===== config.mk =====
export PLATFORM = sky130hd
export DESIGN_NAME = taho_input_cond_flat
export DESIGN_NICKNAME = d
export VERILOG_FILES = /design/src/rtl/taho_pkg.sv /design/src/rtl/taho_input_cond_if.sv /design/src/rtl/taho_cond_ch.sv /design/src/rtl/taho_input_cond.sv /design/src/flat_wrapper.sv
export SDC_FILE = /design/constraint.sdc
export NUM_CORES = 1
export LEC_CHECK = 0
export BUFFER_PORTS_ARGS = -buffer_cell sky130_fd_sc_hd__clkbuf_2
export CORE_UTILIZATION = 35
export CTS_CLUSTER_SIZE = 12
export DETAILED_ROUTE_END_ITERATION = 10
export GPL_ROUTABILITY_DRIVEN = 0
export SLEW_MARGIN = 15
export SYNTH_ARGS = -nofsm -noshare
export SYNTH_HDL_FRONTEND = slang
export SYNTH_SLANG_ARGS = --single-unit

===== constraint.sdc =====
create_clock -name clock -period 1.7 [get_ports clock]
set_clock_uncertainty 0.15 [all_clocks]
set_input_delay 0.34 -clock clock [delete_from_list [all_inputs] [get_ports clock]]
set_output_delay 0.34 -clock clock [all_outputs]
set_load 0.05 [all_outputs]

===== src/rtl/taho_pkg.sv =====
// Shared definitions for the tacho/impulse input conditioner: channel map,
// default filter/stall settings and the per-channel status bundle.
package taho_pkg;

  localparam int CH_TAHO1  = 0;
  localparam int CH_TAHO2  = 1;
  localparam int CH_IMPULS = 2;

  localparam int FILT_LEN_DEF  = 4;
  localparam int STALL_SEC_DEF = 3;

  // Filter counter only has to reach FILT_LEN-1; keep at least one bit.
  function automatic int fcnt_width(input int filt_len);
    int w;
    w = $clog2(filt_len);
    return (w < 1) ? 1 : w;
  endfunction

  typedef struct packed {
    logic clean;
    logic rise;
    logic stall;
  } ch_stat_t;

endpackage


===== src/rtl/taho_input_cond_if.sv =====
// Bus between the conditioner and its environment: strobes and raw pins in,
// filtered levels, rise strobes, stall flags and glitch counters out.
interface taho_input_cond_if #(
  parameter int NCH    = 3,
  parameter int GCNT_W = 8
);
  logic                  sec;
  logic                  clr_diag;
  logic [NCH-1:0]        pin_raw;
  logic [NCH-1:0]        pin_clean;
  logic [NCH-1:0]        pin_rise;
  logic [NCH-1:0]        stall;
  logic [NCH*GCNT_W-1:0] glitch_cnt;

  modport master (
    output sec, clr_diag, pin_raw,
    input  pin_clean, pin_rise, stall, glitch_cnt
  );

  modport slave (
    input  sec, clr_diag, pin_raw,
    output pin_clean, pin_rise, stall, glitch_cnt
  );
endinterface


===== src/rtl/taho_cond_ch.sv =====
// One conditioner channel: 2-flop synchroniser, persistence filter,
// rising-edge strobe, stall detector and saturating glitch counter.
module taho_cond_ch
  import taho_pkg::*;
#(
  parameter int FILT_LEN  = FILT_LEN_DEF,
  parameter int STALL_SEC = STALL_SEC_DEF,
  parameter int GCNT_W    = 8
) (
  input  logic              clock_i,
  input  logic              reset_i,
  input  logic              sec_i,
  input  logic              clr_diag_i,
  input  logic              pin_raw_i,
  output ch_stat_t          stat_o,
  output logic [GCNT_W-1:0] glitch_cnt_o
);

  localparam int FCNT_W = fcnt_width(FILT_LEN);
  localparam int SCNT_W = $clog2(STALL_SEC + 1);
  localparam logic [FCNT_W-1:0] FCNT_LAST = FCNT_W'(FILT_LEN - 1);
  localparam logic [SCNT_W-1:0] SCNT_MAX  = SCNT_W'(STALL_SEC);
  localparam logic [GCNT_W-1:0] GCNT_MAX  = '1;

  logic              sync1_q, sync2_q;
  logic [FCNT_W-1:0] fcnt_q, fcnt_d;
  logic              clean_q, clean_d;
  logic              rise_q, rise_d;
  logic [SCNT_W-1:0] scnt_q, scnt_d;
  logic              stall_q, stall_d;
  logic [GCNT_W-1:0] gcnt_q, gcnt_d;
  logic              glitch;

  // A glitch is the synchronised input falling back to the clean level
  // while a candidate change was still being qualified.
  always_comb begin
    fcnt_d  = fcnt_q;
    clean_d = clean_q;
    glitch  = 1'b0;
    if (sync2_q == clean_q) begin
      glitch = (fcnt_q != '0);
      fcnt_d = '0;
    end else if (fcnt_q == FCNT_LAST) begin
      clean_d = sync2_q;
      fcnt_d  = '0;
    end else begin
      fcnt_d = fcnt_q + 1'b1;
    end
  end

  assign rise_d = clean_d & ~clean_q;

  // An accepted rise takes priority over a coincident seconds strobe.
  always_comb begin
    scnt_d = scnt_q;
    if (rise_d) begin
      scnt_d = '0;
    end else if (sec_i && (scnt_q != SCNT_MAX)) begin
      scnt_d = scnt_q + 1'b1;
    end
  end

  assign stall_d = (scnt_d == SCNT_MAX);

  always_comb begin
    gcnt_d = gcnt_q;
    if (clr_diag_i) begin
      gcnt_d = '0;
    end else if (glitch && (gcnt_q != GCNT_MAX)) begin
      gcnt_d = gcnt_q + 1'b1;
    end
  end

  always_ff @(posedge clock_i) begin
    if (reset_i) begin
      sync1_q <= 1'b0;
      sync2_q <= 1'b0;
      fcnt_q  <= '0;
      clean_q <= 1'b0;
      rise_q  <= 1'b0;
      scnt_q  <= '0;
      stall_q <= 1'b0;
      gcnt_q  <= '0;
    end else begin
      sync1_q <= pin_raw_i;
      sync2_q <= sync1_q;
      fcnt_q  <= fcnt_d;
      clean_q <= clean_d;
      rise_q  <= rise_d;
      scnt_q  <= scnt_d;
      stall_q <= stall_d;
      gcnt_q  <= gcnt_d;
    end
  end

  assign stat_o.clean = clean_q;
  assign stat_o.rise  = rise_q;
  assign stat_o.stall = stall_q;
  assign glitch_cnt_o = gcnt_q;

endmodule


===== src/rtl/taho_input_cond.sv =====
// Input conditioner for the tacho/impulse counters: NCH independent channels,
// glitch counters packed with channel i at [i*GCNT_W +: GCNT_W].
module taho_input_cond
  import taho_pkg::*;
#(
  parameter int NCH       = 3,
  parameter int FILT_LEN  = FILT_LEN_DEF,
  parameter int STALL_SEC = STALL_SEC_DEF,
  parameter int GCNT_W    = 8
) (
  input logic               clock,
  input logic               reset,
  taho_input_cond_if.slave  bus
);

  for (genvar g = 0; g < NCH; g++) begin : g_ch
    ch_stat_t          stat;
    logic [GCNT_W-1:0] gcnt;

    taho_cond_ch #(
      .FILT_LEN  (FILT_LEN),
      .STALL_SEC (STALL_SEC),
      .GCNT_W    (GCNT_W)
    ) u_ch (
      .clock_i      (clock),
      .reset_i      (reset),
      .sec_i        (bus.sec),
      .clr_diag_i   (bus.clr_diag),
      .pin_raw_i    (bus.pin_raw[g]),
      .stat_o       (stat),
      .glitch_cnt_o (gcnt)
    );

    assign bus.pin_clean[g]                   = stat.clean;
    assign bus.pin_rise[g]                    = stat.rise;
    assign bus.stall[g]                       = stat.stall;
    assign bus.glitch_cnt[g*GCNT_W +: GCNT_W] = gcnt;
  end

endmodule

===== src/flat_wrapper.sv =====
// flat-port wrapper written by rule: the top's interface ports become plain ports
module taho_input_cond_flat import taho_pkg::*;
#(
  parameter int NCH       = 3,
  parameter int FILT_LEN  = FILT_LEN_DEF,
  parameter int STALL_SEC = STALL_SEC_DEF,
  parameter int GCNT_W    = 8
)
  (clock, reset, bus_sec, bus_clr_diag, bus_pin_raw, bus_pin_clean, bus_pin_rise, bus_stall, bus_glitch_cnt);
  taho_input_cond_if #(.NCH(NCH), .GCNT_W(GCNT_W)) bus_i ();
  input logic clock;
  input logic reset;
  input wire logic [$bits(bus_i.sec)-1:0] bus_sec;
  input wire logic [$bits(bus_i.clr_diag)-1:0] bus_clr_diag;
  input wire logic [$bits(bus_i.pin_raw)-1:0] bus_pin_raw;
  output wire logic [$bits(bus_i.pin_clean)-1:0] bus_pin_clean;
  output wire logic [$bits(bus_i.pin_rise)-1:0] bus_pin_rise;
  output wire logic [$bits(bus_i.stall)-1:0] bus_stall;
  output wire logic [$bits(bus_i.glitch_cnt)-1:0] bus_glitch_cnt;
  assign bus_i.sec = bus_sec;
  assign bus_i.clr_diag = bus_clr_diag;
  assign bus_i.pin_raw = bus_pin_raw;
  assign bus_pin_clean = bus_i.pin_clean;
  assign bus_pin_rise = bus_i.pin_rise;
  assign bus_stall = bus_i.stall;
  assign bus_glitch_cnt = bus_i.glitch_cnt;
  taho_input_cond #(.NCH(NCH), .FILT_LEN(FILT_LEN), .STALL_SEC(STALL_SEC), .GCNT_W(GCNT_W)) u_core (.clock(clock), .reset(reset), .bus(bus_i));
endmodule

# ---- Yosys cells after proc, flatten, opt, wreduce, memory -nomap -nowiden
# Index checks and enable logic that the tools add are counted.
dict set report word_totals {
  wordCells 82
  ff_bits 51
}
dict set report op_classes {
  bitwise_logic 6
  n_addsub 9
  n_eq_ne 15
  mux 15
  n_reduce_logical 13
}
# operator n
set ops {}
lappend ops {{$add A8 B1 Y8 const B} 3}
lappend ops {{$ne A8 B8 Y1 const B} 3}
lappend ops {{$add A2 B1 Y2 const B} 6}
lappend ops {{$eq A2 B2 Y1 const B} 6}
lappend ops {{$mux W2} 6}
lappend ops {{$mux W1} 9}
lappend ops {{$reduce_or A3 Y1} 3}
lappend ops {{$logic_and A1 B1 Y1} 6}
lappend ops {{$ne A2 B2 Y1 const B} 3}
lappend ops {{$reduce_bool A2 Y1} 3}
lappend ops {{$and A1 B1 Y1} 3}
lappend ops {{$eq A1 B1 Y1} 3}
lappend ops {{$not A1 Y1} 3}
lappend ops {{$reduce_or A2 Y1} 1}

# ---- Longest topological paths before layout
dict set report logic_depth {
  depth_word 6
  depth_mapped 5
  depth_no_buf 5
}

# ---- Modules after synthesis
# A second synthesis with hierarchy kept.
dict set report unflattened {
  hier_cells 255
  area_unflattened_um2 2413.6
}
# module seq_area_each_um2 cells_per_inst area_each_um2 instances
set modules_own_cells {}
lappend modules_own_cells {taho_cond_ch 340.3 85 804.5 3}

# ---- Least setup slack after synthesis
# OpenSTA, ideal clock, no wires.
dict set report synth_path {
  kind {flip-flop to flip-flop}
  startpoint {register u_core.g_ch[0].u_ch.gcnt_q[0]}
  endpoint {register u_core.g_ch[0].u_ch.gcnt_q[2]}
  t_arrival_ps 1670
  n_path_buf 0
  stages_incl_launch_ff 6
  setup_slack_ps -236
  path_cell_list {dfxtp_1 -> ha_1 -> and3_1 -> a211oi_4 -> a21oi_1 -> a31o_2}
}
dict set report synth_between {
  elab_chain_cells 2
  word_cells_on_any_way 3
  classes_between {add/sub: 1; eq/ne: 1; reduce/logical: 1}
}
# element line_no
set synth_lines {}
lappend synth_lines {{start, declared} taho_cond_ch.sv:31} ;# logic [GCNT_W-1:0] gcnt_q, gcnt_d;
lappend synth_lines {{start signal, assigned} taho_cond_ch.sv:92} ;# gcnt_q <= gcnt_d;
lappend synth_lines {{parallel branches: the longest is 2 deep, another holds $add A8 B1 Y8} n/a}
# Several ways; the timed one is not identified.
# A chain may end at the register's enable or synchronous reset.

# ---- Final worst setup path
dict set report layout_path {
  startpoint {register u_core.g_ch[2].u_ch.gcnt_q[0]}
  endpoint {register u_core.g_ch[2].u_ch.gcnt_q[1]}
}
dict set report layout_between {
  elab_chain_cells 2
  word_cells_on_any_way 3
  classes_between {add/sub: 1; eq/ne: 1; reduce/logical: 1}
}
# element line_no
set layout_lines {}
lappend layout_lines {{start, declared} taho_cond_ch.sv:31}
lappend layout_lines {{start signal, assigned} taho_cond_ch.sv:92}
lappend layout_lines {{parallel branches: the longest is 2 deep, another holds $add A8 B1 Y8} n/a}
# Several ways; the timed one is not identified.

==> flow_summary.ini <==
[power_and_ir_drop]
power.static_leakage_nw = 1.141
power.combinational.fraction_pct = 7.7
ir_worst_vdd_v = 0.0002912
power.density_cell_area_nw_per_um2 = 766.5
switching_share_pct = 23.41
power.total_mw = 2.158
share_seq_of_total_power_pct = 57.2
power_report.internal_total_mw = 1.653
pwr-share-clk_pct = 35.2
net-switching-power_uw = 505.1

[grt]
grt_antenna_before_repair = 0
grt_start_max_net_pins = 29
grt_first_pass_wirelength_um = 7500
grt_use_total_pct = 13.08
vias_in_the_first_global_route = 1623
globalRoute.totalOverflow = 0

[synthesis]
synthMostInstantiatedCell = sky130_fd_sc_hd__dfxtp_1
ys_dominant_reg_cell = sky130_fd_sc_hd__dfxtp_1
post_synth_mux_area_share_pct = 5.090
synth.largest_area_cell = sky130_fd_sc_hd__dfxtp_1
synth_cell_type_count = 37
synth_simple_gate_area_share_pct = 23.49
fraction_of_the_yosys_area_taken_by_sequential_cells_pct = 43.27
synth_enable_flop_cells = 0
synth_async_sr_flop_share_pct = 0
avgSynthCellArea_um2 = 9.792
synthAdderAreaFrac_pct = 6.363
post_synth_main_area_contributors = sky130_fd_sc_hd__dfxtp_1 (43%), sky130_fd_sc_hd__ha_1 (6.4%), sky130_fd_sc_hd__mux2i_1 (5.1%)
synth_area_in_compound_gates_pct = 10.34
synth.ff_latch_count = 51
yosysWarnings = 0
largest_family_of_logic_cells_by_synthesized_area = simple AND/OR/NAND/NOR gates
post_synthesis_cell_area_um2 = 2360
yosys.area_share.xor_xnor_pct = 6.204
mapped_nets = 260
post_synth_most_frequent_cells = sky130_fd_sc_hd__dfxtp_1 (51), sky130_fd_sc_hd__nor2_1 (25), sky130_fd_sc_hd__nand2_1 (16), sky130_fd_sc_hd__ha_1 (12), sky130_fd_sc_hd__mux2i_1 (12)
synth_top_cell_area_share_pct = 43.27
syn-instance-count = 241

[worst_setup_path]
ff2ff_setup_slack_ps = 60
path_class = register to register
reg2reg_from = u_core.g_ch[2].u_ch.glitch_cnt_o[0]$_SDFFE_PP0P_
crit_fanout = 5
crit_path_start = u_core.g_ch[2].u_ch.glitch_cnt_o[0]$_SDFFE_PP0P_
cp_data_arrival_time_ps = 1670
setup.worst_path.start_class = register
regToRegEndpoint = u_core.g_ch[2].u_ch.glitch_cnt_o[1]$_SDFFE_PP0P_
reg2reg_depth = 6
endpoint_kind = register
worst-endpoint-required_ps = 1730

[timing]
fin_crit_ps = 1643
rsz0062_at_grt = true
max_freq_ghz = 0.6085
max_slew_margin_pct = 66.88
timing.final.max_slew_violations = 0
worstMarginPinSlew_ps = 496.4
hold_violations = 0
fin_ws_ps = 56.54
timing.final.crit_share_pct = 96.67
finalSetupViolCount = 0

[hold_path]
min_from = bus_pin_raw[2]
class_of_the_tightest_hold_or_removal_check = input pin to register
holdPathEnd = u_core.g_ch[2].u_ch.sync1_q$_SDFF_PP0_
timing.hold.worst_path_depth = 2

[clock_tree]
clock_tree.buffer_depth = 2
clk_pin_slew_ps = 90
cts_sinks = 51
clock_latency_of_the_later_clocked_register_in_the_worst_skew_pair_ps = 300
ctsHtreeMaxLevel = 2
cts-buffers-inserted = 5
cts.root.buffer_cell = sky130_fd_sc_hd__clkbuf_8
tritoncts = built

[finish]
antenna_cells_inserted = 0
final_nets = 300
share_of_cells_above_drive_strength_1_pct = 30.96
syn_to_final_growth_pct = 19.30
fin_cells = 358

[detailed_routing]
dr.pass1.iters = 8
wl_per_cell_um = 12.26
via_per_inst = 5.008
drc_errors = 6
detailroute.via_count = 1793
drt_first_iter_violations = 83
detailed_route_wl_um = 4388
detail-route-antenna-nets = 0

[die]
core_area_um2 = 6422
die_area_um2 = 7074
num_rows = 29
die-width_um = 84.11
floorplan.initialDensity_pct = 36.74
die_height_um = 84.11
ioPinCount = 40

[placed_design]
placement.setup.worst_slack_ps = 15.54
port_buffers = 39
dp.final_hpwl_um = 3187
number_of_placed_instances_with_taps_included = 348

[flow_run]
max-cap-violations = 0

[status]
failed_checks = design-rule violations
run_status = finished, violations left
## what timing repair did
action / in CTS / in global routing
setup buffers: 0 / 3
gates resized for setup: 0 / 4
endpoints found under the setup margin: 0 / 13
hold buffers: 0 / 0
## worst max-delay path, cell delays in order (launching register included)
cell and delay (ps):
sky130_fd_sc_hd__dfxtp_4 370, sky130_fd_sc_hd__ha_4 160, sky130_fd_sc_hd__and4_4 210, sky130_fd_sc_hd__a211oi_4 260, sky130_fd_sc_hd__buf_6 150, sky130_fd_sc_hd__mux2i_1 170
sky130_fd_sc_hd__nor2_1 50
## sequential cells by signal, summed over array words and instances (netlist names)
register,cells
u_core.g_ch.u_ch.rise_q,3
u_core.g_ch.u_ch.sync2_q,3
u_core.g_ch.u_ch.fcnt_q,6
u_core.g_ch.u_ch.clean_q,3
u_core.g_ch.u_ch.sync1_q,3
u_core.g_ch.u_ch.glitch_cnt_o,24
u_core.g_ch.u_ch.scnt_q,6
u_core.g_ch.u_ch.stall_q,3
## placed cells by master, fill, tap and decap left out, drive strengths merged, types with 8 or more instances in the layout
| cell | Yosys | layout |
|---|---|---|
| a21oi | 9 | 9 |
| mux2i | 12 | 12 |
| clkbuf | 6 | 45 |
| buf | 9 | 9 |
| nor2 | 25 | 25 |
| xnor2 | 11 | 11 |
| nand2 | 16 | 16 |
| inv | 9 | 10 |
| ha | 12 | 12 |
| nor2b | 11 | 11 |
| nand3 | 8 | 8 |
| dfxtp | 51 | 51 |
| nor3 | 8 | 8 |
## layout make-up
type	instances	area (µm²)
Sequential cell	51	1046
Timing Repair Buffer	48	266.5
Clock buffer	6	93.84
Tap cell	77	96.34
Multi-Input combinational cell	166	1272
Inverter	9	33.78
Clock inverter	1	6.256
Fill cell	639	3607
## power groups by stage
stage          Sequential [mW]  Clock [mW]  Combinational (mW)
2_1_floorplan             1.26           0               0.126
3_3_place_gp              1.26           0               0.159
3_5_place_dp              1.26           0               0.163
4_1_cts                   1.23       0.796               0.164
5_1_grt                   1.24       0.846               0.185
6_report                  1.23       0.759               0.165
## metal layers
layer | GRT usage [%] | routed length, µm | vias to the layer above
li1 | - | - | 912
met4 | 4.702 | 75 | 0
met1 | 17.25 | 2194 | 846
met5 | 0 | 0 | -
met2 | 20.42 | 1935 | 29
met3 | 3.759 | 182 | 6
## through the flow
stage / area [µm²] / TNS [ps] / hold WS [ps] / utilization (%)
6_report: 2815 / 0 / 86.73 / 43.83
5_1_grt: 2815 / -22.22 / 83.23 / 43.83
3_5_place_dp: 2674 / 0 / 277.0 / 41.63
2_1_floorplan: 2427 / 0 / 263.8 / -
4_1_cts: 2774 / 0 / 81.29 / 43.19
3_3_place_gp: 2674 / 0 / 270.0 / 41.63
## worst max path at each step
stage / to / slack [ps] / cells past startpoint
2_1_floorplan: u_core.g_ch[0].u_ch.glitch_cnt_o[3]$_SDFFE_PP0P_ / 7 / 4
3_3_place_gp: u_core.g_ch[2].u_ch.glitch_cnt_o[4]$_SDFFE_PP0P_ / 20 / 5
3_5_place_dp: u_core.g_ch[0].u_ch.glitch_cnt_o[5]$_SDFFE_PP0P_ / 20 / 5
4_1_cts: u_core.g_ch[2].u_ch.glitch_cnt_o[4]$_SDFFE_PP0P_ / 6 / 5
5_1_grt: u_core.g_ch[2].u_ch.glitch_cnt_o[1]$_SDFFE_PP0P_ / -10 / 6
6_report: u_core.g_ch[2].u_ch.glitch_cnt_o[1]$_SDFFE_PP0P_ / 60 / 6
## kinds of logic (layout without fill, tap and decap cells)
| logic type | Yosys count | count (layout) |
|---|---|---|
| simple gates | 101 | 101 |
| flops | 51 | 51 |
| compound gates | 26 | 26 |
| buf+inv | 24 | 64 |
| xor+xnor | 15 | 15 |
| fa+ha+maj | 12 | 12 |
| mux | 12 | 12 |
(Power assumes the default switching activity.)
